===== config.mk =====
export PLATFORM = sky130hd
export DESIGN_NAME = imem_load_controller
export DESIGN_NICKNAME = d
export VERILOG_FILES = /design/src/rtl/imem_load_controller.sv
export SDC_FILE = /design/constraint.sdc
export NUM_CORES = 1
export LEC_CHECK = 0
export CAP_MARGIN = 10
export CORE_UTILIZATION = 60
export CTS_BUF_LIST = sky130_fd_sc_hd__clkbuf_4 sky130_fd_sc_hd__clkbuf_8
export CTS_CLUSTER_SIZE = 8
export DETAILED_ROUTE_END_ITERATION = 8
export DONT_BUFFER_PORTS = 1
export PLACE_DENSITY = 0.76
export SLEW_MARGIN = 10
export SYNTH_ARGS = -nofsm -noshare
export SYNTH_HDL_FRONTEND = slang
export SYNTH_SLANG_ARGS = --single-unit

===== constraint.sdc =====
create_clock -name clk -period 6.6 [get_ports clk]
set_input_delay 0.66 -clock clk [delete_from_list [all_inputs] [get_ports clk]]
set_output_delay 0.66 -clock clk [all_outputs]
set_load 0.02 [all_outputs]

===== src/rtl/imem_load_controller.sv =====
`default_nettype none
// ============================================================================
// Module   : imem_load_controller
// Purpose  : Switches the instruction memory between normal core fetch and an
//            in-system program load. A load stalls the core, streams words over
//            a valid/ready handshake to consecutive word addresses, and then
//            pulses a one-cycle core reset so the PC restarts at 0.
// Optional : IMEM_LOAD_CHECKSUM_EN - adds load_csum_i; the XOR of all loaded
//            words must match it, otherwise the load ends in ERROR.
// Ports    : clk, rst_i             - clock, synchronous active-high reset
//            load_start_i/len_i     - load request and word count
//            load_valid_i/data_i    - loader word stream; load_ready_o back
//            fetch_addr_i           - core fetch byte address
//            mem_addr/we/wdata_o    - instruction memory port
//            core_stall_o/reset_o   - core control
//            busy/done/error_o      - status; load_count_o words accepted
// Revision : 1.0 - initial release
// ============================================================================
module imem_load_controller #(
  parameter int ADDR_WIDTH  = 32,
  parameter int DATA_WIDTH  = 32,
  parameter int DEPTH_WORDS = 32,
  parameter int LEN_WIDTH   = 16
) (
  input  logic                  clk,
  input  logic                  rst_i,
  input  logic                  load_start_i,
  input  logic [LEN_WIDTH-1:0]  load_len_i,
`ifdef IMEM_LOAD_CHECKSUM_EN
  input  logic [DATA_WIDTH-1:0] load_csum_i,
`endif
  input  logic                  load_valid_i,
  input  logic [DATA_WIDTH-1:0] load_data_i,
  output logic                  load_ready_o,
  input  logic [ADDR_WIDTH-1:0] fetch_addr_i,
  output logic [ADDR_WIDTH-1:0] mem_addr_o,
  output logic                  mem_we_o,
  output logic [DATA_WIDTH-1:0] mem_wdata_o,
  output logic                  core_stall_o,
  output logic                  core_reset_o,
  output logic                  busy_o,
  output logic                  done_o,
  output logic                  error_o,
  output logic [LEN_WIDTH-1:0]  load_count_o
);

  // Wide enough to hold DEPTH_WORDS itself, so the pointer never wraps.
  localparam int PTR_W = $clog2(DEPTH_WORDS + 1);

  typedef enum logic [1:0] {
    ST_RUN     = 2'd0,
    ST_LOAD    = 2'd1,
    ST_RELEASE = 2'd2,
    ST_ERROR   = 2'd3
  } state_t;

  state_t                 state;
  logic [LEN_WIDTH-1:0]   len_q;
  logic [PTR_W-1:0]       ptr;
  logic [LEN_WIDTH-1:0]   load_count;
  logic                   done;

  logic                   len_legal;
  logic                   accept;
  logic                   last_word;
  logic                   csum_ok;
  logic [ADDR_WIDTH-1:0]  ptr_byte_addr;

  assign len_legal = (load_len_i != '0) &&
                     (32'(load_len_i) <= 32'(DEPTH_WORDS));
  assign accept    = (state == ST_LOAD) && load_valid_i;
  assign last_word = ((load_count + LEN_WIDTH'(1)) == len_q);
  assign ptr_byte_addr = ADDR_WIDTH'(ptr) << 2;

`ifdef IMEM_LOAD_CHECKSUM_EN
  logic [DATA_WIDTH-1:0]  csum_q;
  logic [DATA_WIDTH-1:0]  csum_acc;
  // Include the word being accepted so the final compare needs no extra cycle.
  assign csum_ok = ((csum_acc ^ load_data_i) == csum_q);
`else
  assign csum_ok = 1'b1;
`endif

  always_ff @(posedge clk) begin
    if (rst_i) begin
      state      <= ST_RUN;
      len_q      <= '0;
      ptr        <= '0;
      load_count <= '0;
      done       <= 1'b0;
`ifdef IMEM_LOAD_CHECKSUM_EN
      csum_q     <= '0;
      csum_acc   <= '0;
`endif
    end else begin
      case (state)
        ST_RUN, ST_ERROR: begin
          if (load_start_i) begin
            len_q      <= load_len_i;
            ptr        <= '0;
            load_count <= '0;
            done       <= 1'b0;
`ifdef IMEM_LOAD_CHECKSUM_EN
            csum_q     <= load_csum_i;
            csum_acc   <= '0;
`endif
            state      <= len_legal ? ST_LOAD : ST_ERROR;
          end
        end
        ST_LOAD: begin
          if (accept) begin
            ptr        <= ptr + PTR_W'(1);
            load_count <= load_count + LEN_WIDTH'(1);
`ifdef IMEM_LOAD_CHECKSUM_EN
            csum_acc   <= csum_acc ^ load_data_i;
`endif
            if (last_word) begin
              state <= csum_ok ? ST_RELEASE : ST_ERROR;
            end
          end
        end
        ST_RELEASE: begin
          done  <= 1'b1;
          state <= ST_RUN;
        end
        default: state <= ST_RUN;
      endcase
    end
  end

  // Outputs decode directly from the registered state; only the memory write
  // path passes the loader handshake through combinationally (zero latency).
  assign load_ready_o = (state == ST_LOAD);
  assign mem_we_o     = accept;
  assign mem_wdata_o  = accept ? load_data_i : '0;
  assign mem_addr_o   = (state == ST_LOAD) ? ptr_byte_addr : fetch_addr_i;
  assign core_stall_o = (state != ST_RUN);
  assign core_reset_o = (state == ST_RELEASE);
  assign busy_o       = (state == ST_LOAD) || (state == ST_RELEASE);
  assign error_o      = (state == ST_ERROR);
  assign done_o       = done;
  assign load_count_o = load_count;

endmodule
`default_nettype wire

==> flow_summary_export.csv, run 1 <==
group,metric,value,unit
status,status,"finished, final reports clean",
placed_design,dp_hpwl,6120,microns
flow_run,maxCapViolations,0,
floorplanning,core-area,0.00472,sq mm
layout,synthToLayoutAreaGrowth,2.17,%
synthesis,synth_area_leaders,"dfxtp_1 28%, nand2_1 7.3%, and3_1 6.8%",
global_routing,grt_first_pass_wirelength,12500,microns
power,ir_drop,0.174,mV
layout,post-route-util,63.7,%
clocking,clk_latency,0.30,ns
worst_setup_path,reg2reg_to,"load_count_o[15]$_SDFFE_PP0P_",
worst_setup_path,r2r_start,"state[1]$_SDFFE_PP0P_",
synthesis,synth.cell_area,0.00295,sq mm
layout,seqCellArea,821,sq um
global_routing,track_usage,31.6,%
clocking,post-cts-setup-buffers,0,
worst_setup_path,crit_arrival,3.61,ns
sta,grt_setup_unrepaired,"no",
worst_setup_path,path_max_fanout,70,
synthesis,synthArstFlopShare,0,%
clocking,cts_made_buffers,5,
layout,diodes,0,
sta,post-route-period-util,51.3,%
floorplanning,dieArea,0.00519,sq mm
power,power.total,1.01,mW
clocking,htreeDepth,2,
power,p_per_area,337,mW/mm^2
layout,nets,459,
synthesis,ys_ff_latch,41,
floorplanning,initial_utilization,62.4,%
clocking,clock_sinks,41,
worst_setup_path,cp-end-kind,"flop",
global_routing,grt_pass1_vias,2488,
layout,multi_input_area,0.00195,sq mm
placed_design,numPortBuffers,0,
worst_setup_path,cp-start-kind,"flop",
layout,stdcell_count,437,
sta,max_slew.worst_pin.slew,1.09,ns
synthesis,synth_area_leader_cell,"dfxtp_1",
synthesis,synth-warning-count,0,
sta,slew_viol_final,0,
synthesis,yosys.area.top_type_share,27.9,%
clocking,clk_pin_slew,0.08,ns
worst_setup_path,r2r_cells,8,
floorplanning,io_pins,171,
synthesis,syn-num-nets,484,
route,drt_iter0_drc,191,
clocking,tritoncts,"yes",
synthesis,synth.top_cells.by_count,"57 x nand2_1, 41 x dfxtp_1, 34 x a21oi_1, 32 x and3_1, 32 x nor2_1",
route,drt-total-wl,8120,microns
route,dr.pass1.iters,4,
floorplanning,die_x,72.1,microns
global_routing,antenna_found_initial,0,
sta,timing.final.crit_period,3.39,ns
sta,max_freq,295,MHz
synthesis,synth_cells,394,
layout,fillers,427,
floorplanning,row_count,25,
synthesis,seq_area_frac_synth,27.9,%
route,ant_nets,0,
sta,fin_skew,0.00467,ns
power,p_leak,1.20,nW
worst_setup_path,critical_path_class,"reg2reg",
route,vias,2738,
worst_setup_path,crit_end,"load_count_o[15]$_SDFFE_PP0P_",
synthesis,synth_edf_count,0,
clocking,cts-hold-fix-buffers,0,
synthesis,avgSynthCellArea,7.48,sq um
clocking,cts-root-buf,"clkbuf_8",
placed_design,dpl_worst_slack,3.27,ns
route,drc_errors,0,
sta,setup_viol,0,
worst_hold_path,hold_class,"in2reg",
worst_setup_path,rrSetupSlack,3.21,ns
global_routing,grt_max_degree,71,
clocking,cts_resized,0,
sta,layout_setup_ws,3.21,ns
synthesis,synthFlopType,"dfxtp_1",
sta,hold_viol_final,0,
floorplanning,die_height,72.1,microns
clocking,clockBufferDepth,2,
synthesis,yosysMostFrequentCell,"nand2_1",
global_routing,grt-ovfl-total,0,
sta,fin_setup_tns,0,ns
route,avgViaCountPerCell,6.27,
worst_setup_path,crit_start,"state[1]$_SDFFE_PP0P_",
placed_design,dp.cells,429,
sta,relSlewSlack,27.0,%
synthesis,synthDistinctLibCells,54,
worst_setup_path,cp_data_required_time,6.82,ns
layout,drive_above_1_share,8.11,%
route,wl_per_cell,18.6,microns
worst_hold_path,whs_path_depth,1,
placed_design,globalplace.congestion,0.892,
==> cell usage in the layout (no fill, tap or decap), types with 3 or more instances in the layout <==
cell	count
a21oi_1	34
nand4_1	4
a31oi_1	3
nor4_1	6
a22oi_1	5
nand4_2	3
mux2_2	6
dfxtp_1	41
o21ai_0	11
xor2_1	16
nor2_1	32
a311oi_1	4
o211ai_1	6
nor3_1	9
nor2b_1	29
clkbuf_8	6
and3_1	32
or3_1	3
nand2_1	57
inv_1	6
xnor2_1	9
ha_1	5
nand3_1	7
==> state kept, by name (all words and copies together), names as in the netlist <==
| name | count |
|---|---|
| len_q | 16 |
| load_count_o | 16 |
| ptr | 6 |
| state | 2 |
| done_o | 1 |
==> metal layers <==
metal / track usage [%] / vias to the layer above / routed length [microns]
met5: 0 / - / 0
met3: 8.06 / 12 / 879
met4: 11.8 / 0 / 146
li1: - / 1318 / -
met1: 40.9 / 1263 / 3240
met2: 50.8 / 145 / 3860
==> critical path, stage by stage, from the launching register on <==
cell and delay (ns):
dfxtp_1 0.38, inv_1 0.10, ha_2 0.92, inv_1 0.24
nor2_1 0.51, nand2_1 0.45, nor3_1 0.33, a31oi_1 0.11
a311oi_1 0.25
==> final cells by class <==
class / instances / area share [%]
sequential: 41 / 27.3
timing repair buffer: 1 / 0.249
multi-input combinational: 314 / 64.9
inverter: 6 / 0.748
clock buffer: 7 / 2.99
tap: 67 / 2.79
clock inverter: 1 / 0.998
==> cell families after synthesis <==
| group | Yosys count | share of synthesized area (%) |
|---|---|---|
| multiplexers | 8 | 3.06 |
| AO/OA/AOI/OAI | 75 | 16.7 |
| XOR/XNOR | 25 | 7.43 |
| AND/OR/NAND/NOR | 200 | 36.6 |
| flip-flops | 41 | 27.9 |
| buffers and inverters | 39 | 5.86 |
| adder cells (fa/ha/maj) | 6 | 2.55 |
==> stage by stage <==
| stage | hold slack, ns | cell area [sq um] |
|---|---|---|
| after CTS | 0.411 | 3010 |
| after detailed placement | 0.456 | 2890 |
| final | 0.418 | 3010 |
| after global routing | 0.407 | 3010 |
| after global placement | 0.454 | 2890 |
| after floorplan | 0.448 | 2950 |
==> where the power goes <==
part           switching, mW  total (mW)  internal [mW]
Clock                 0.0899       0.217          0.127
Combinational          0.355       0.489          0.134
Sequential            0.0318       0.308          0.276
Total                  0.477        1.01          0.537
==> worst min-delay path by stage <==
| stage | from | end | slack (ns) |
|---|---|---|---|
| floorplan | len_q[10]$_SDFFE_PP0P_ | len_q[10]$_SDFFE_PP0P_ | 0.45 |
| global placement | len_q[8]$_SDFFE_PP0P_ | len_q[8]$_SDFFE_PP0P_ | 0.45 |
| detailed placement | len_q[4]$_SDFFE_PP0P_ | len_q[4]$_SDFFE_PP0P_ | 0.46 |
| CTS | rst_i | load_count_o[6]$_SDFFE_PP0P_ | 0.41 |
| global route | rst_i | load_count_o[6]$_SDFFE_PP0P_ | 0.41 |
| finish | rst_i | len_q[8]$_SDFFE_PP0P_ | 0.42 |
(Power assumes the default switching activity.)
==> inputs of run 2 (changes only) <==
==> constraint.sdc (replaced) <==
create_clock -name clk -period 3.35 [get_ports clk]
set_input_delay 0.335 -clock clk [delete_from_list [all_inputs] [get_ports clk]]
set_output_delay 0.335 -clock clk [all_outputs]
set_load 0.02 [all_outputs]
==> run 2 against run 1 <==
  * Sequential power is 96% higher
  * Critical path depth unchanged
  * Core utilization increased by 1.4 points
  * Fmax up 22%
  * Final cell count is 2.1% higher
  * Clock-buffer cell count is 1 lower
  * Global-route usage shrank 0.065 points
  * Hold slack got worse by 0.32 ns
  * Register-to-register slack got worse by 2.6 ns
  * Power is 100% higher
  * Clock power rose by 95%
  * Critical path type unchanged
==> flow_summary_export.csv, run 2 (synthesis gave the netlist of run 1 again) <==
group,metric,value,unit
status,status,"finished, final reports clean",
power,ir_drop,0.432,mV
worst_setup_path,crit_start,"load_count_o[1]$_SDFFE_PP0P_",
worst_hold_path,hold_path.startpoint,"rst_i",
clocking,cts-root-buf,"clkbuf_8",
global_routing,grt_pass1_vias,2408,
clocking,post-cts-setup-buffers,0,
power,power.total,2.06,mW
clocking,tritoncts,"yes",
route,vias,2744,
worst_setup_path,r2r_start,"load_count_o[1]$_SDFFE_PP0P_",
route,wl_per_cell,19.1,microns
route,routed.top_layer,"met4",
route,avgViaCountPerCell,6.15,
worst_setup_path,cp_slowest_stage_delay,0.56,ns
floorplanning,die_x,72.1,microns
placed_design,numPortBuffers,0,
worst_hold_path,hold_class,"in2reg",
layout,drive_above_1_share,10.3,%
worst_setup_path,critical_path_class,"reg2reg",
route,wl_met3,841,microns
placed_design,dp_hpwl,6570,microns
sta,post-route-period-util,83.1,%
floorplanning,initial_utilization,62.4,%
worst_setup_path,path_max_fanout,10,
layout,stdcell_count,446,
global_routing,grt-ovfl-total,0,
route,dr_wl_met2,3990,microns
route,met1_length,3520,microns
sta,hold_viol_final,0,
worst_setup_path,cp-start-kind,"flop",
power,p_leak,1.24,nW
placed_design,globalplace.congestion,0.969,
clocking,htreeDepth,2,
sta,slew_viol_final,0,
route,drt_iter0_drc,228,
clocking,clk_latency,0.30,ns
floorplanning,dieArea,0.00519,sq mm
sta,relSlewSlack,56.0,%
worst_setup_path,cp-end-kind,"flop",
route,drt-total-wl,8510,microns
clocking,cts-hold-fix-buffers,0,
floorplanning,io_pins,171,
layout,diodes,0,
layout,synthToLayoutAreaGrowth,4.46,%
sta,setup_viol,0,
sta,max_slew.worst_pin.slew,0.659,ns
layout,post-route-util,65.1,%
sta,timing.final.crit_period,2.78,ns
worst_setup_path,cp_data_required_time,3.54,ns
route,drc_errors,0,
global_routing,grt_first_pass_wirelength,12400,microns
layout,layout_commonest_cell,"nand2_1",
worst_setup_path,cp_slowest_cell,"dfxtp_1",
global_routing,antenna_found_initial,0,
global_routing,grt_max_degree,70,
power,p_per_area,669,mW/mm^2
route,dr.pass1.iters,4,
worst_setup_path,rrSetupSlack,0.57,ns
sta,max_freq,359,MHz
floorplanning,row_count,25,
flow_run,maxCapViolations,0,
clocking,clock_sinks,41,
floorplanning,die_height,72.1,microns
sta,grt_setup_unrepaired,"no",
route,ant_nets,0,
clocking,cts_made_buffers,5,
layout,nets,468,
clocking,clockBufferDepth,2,
floorplanning,core-area,0.00472,sq mm
clocking,cts_resized,0,
worst_setup_path,critPathMostFrequentCell,"nand4_2",
sta,fin_setup_tns,0,ns
placed_design,dp.cells,438,
worst_setup_path,path_cells,"ha_1 > nand4_2 > nor4_2 > xnor2_1 > and4b_1 > nand4_2 > o32ai_2 > mux2_1",
clocking,clk_pin_slew,0.08,ns
layout,layout_common_cells,"57 x nand2_1, 41 x dfxtp_1, 34 x a21oi_1, 32 x nor2_1, 32 x and3_1",
sta,fin_skew,0.00719,ns
global_routing,track_usage,31.5,%
worst_setup_path,crit_arrival,2.98,ns
-- run 2: changes by cell type in the layout (fill, tap and decap cells not counted), sizes merged --
cell	change
buf	+9
clkbuf	-1
clkinvlp	+1
-- run 2: layer usage --
metal / global-route usage (%) / vias up
met5: 0 / -
met4: 10.5 / 0
met3: 7.08 / 13
met2: 50.2 / 140
met1: 42.3 / 1252
li1: - / 1339
-- run 2: area by class of cell --
cell class | count | area, sq um
multi-input combinational | 314 | 1950
fill | 435 | 1650
sequential | 41 | 821
tap | 67 | 83.8
clock buffer | 6 | 82.6
timing repair buffer | 10 | 75.1
clock inverter | 2 | 37.5
inverter | 6 | 22.5
-- run 2: final timing paths --
path | endpoint | cells past startpoint
hold / removal | len_q[10]$_SDFFE_PP0P_ | 1
hold reg to reg | len_q[3]$_SDFFE_PP0P_ | 2
setup reg to reg | state[0]$_SDFFE_PP0P_ | 8
setup / recovery | state[0]$_SDFFE_PP0P_ | 8
-- run 2: through the flow --
stage / setup WS, ns / hold slack (ns) / cell area (sq um)
floorplan: 0.823 / 0.448 / 2950
global placement: 0.661 / 0.407 / 2960
detailed placement: 0.573 / 0.411 / 2960
CTS: 0.572 / 0.0908 / 3080
global route: 0.384 / 0.0853 / 3080
finish: 0.567 / 0.0967 / 3080
-- run 2: critical path, delay by kind of cell, from the launching register on --
family                     cells  cell delay, ns
and+or+nand+nor                4            0.93
AOI/OAI and AO/OA              1            0.24
xor gates and xnor gates       1            0.16
DFF                            1            0.56
adders and majority gates      1            0.44
muxes                          1            0.34
-- run 2: power breakdown --
| part | switching [mW] | internal (mW) |
|---|---|---|
| clock | 0.182 | 0.242 |
| sequential | 0.0592 | 0.543 |
| combinational | 0.737 | 0.295 |
| total | 0.978 | 1.08 |
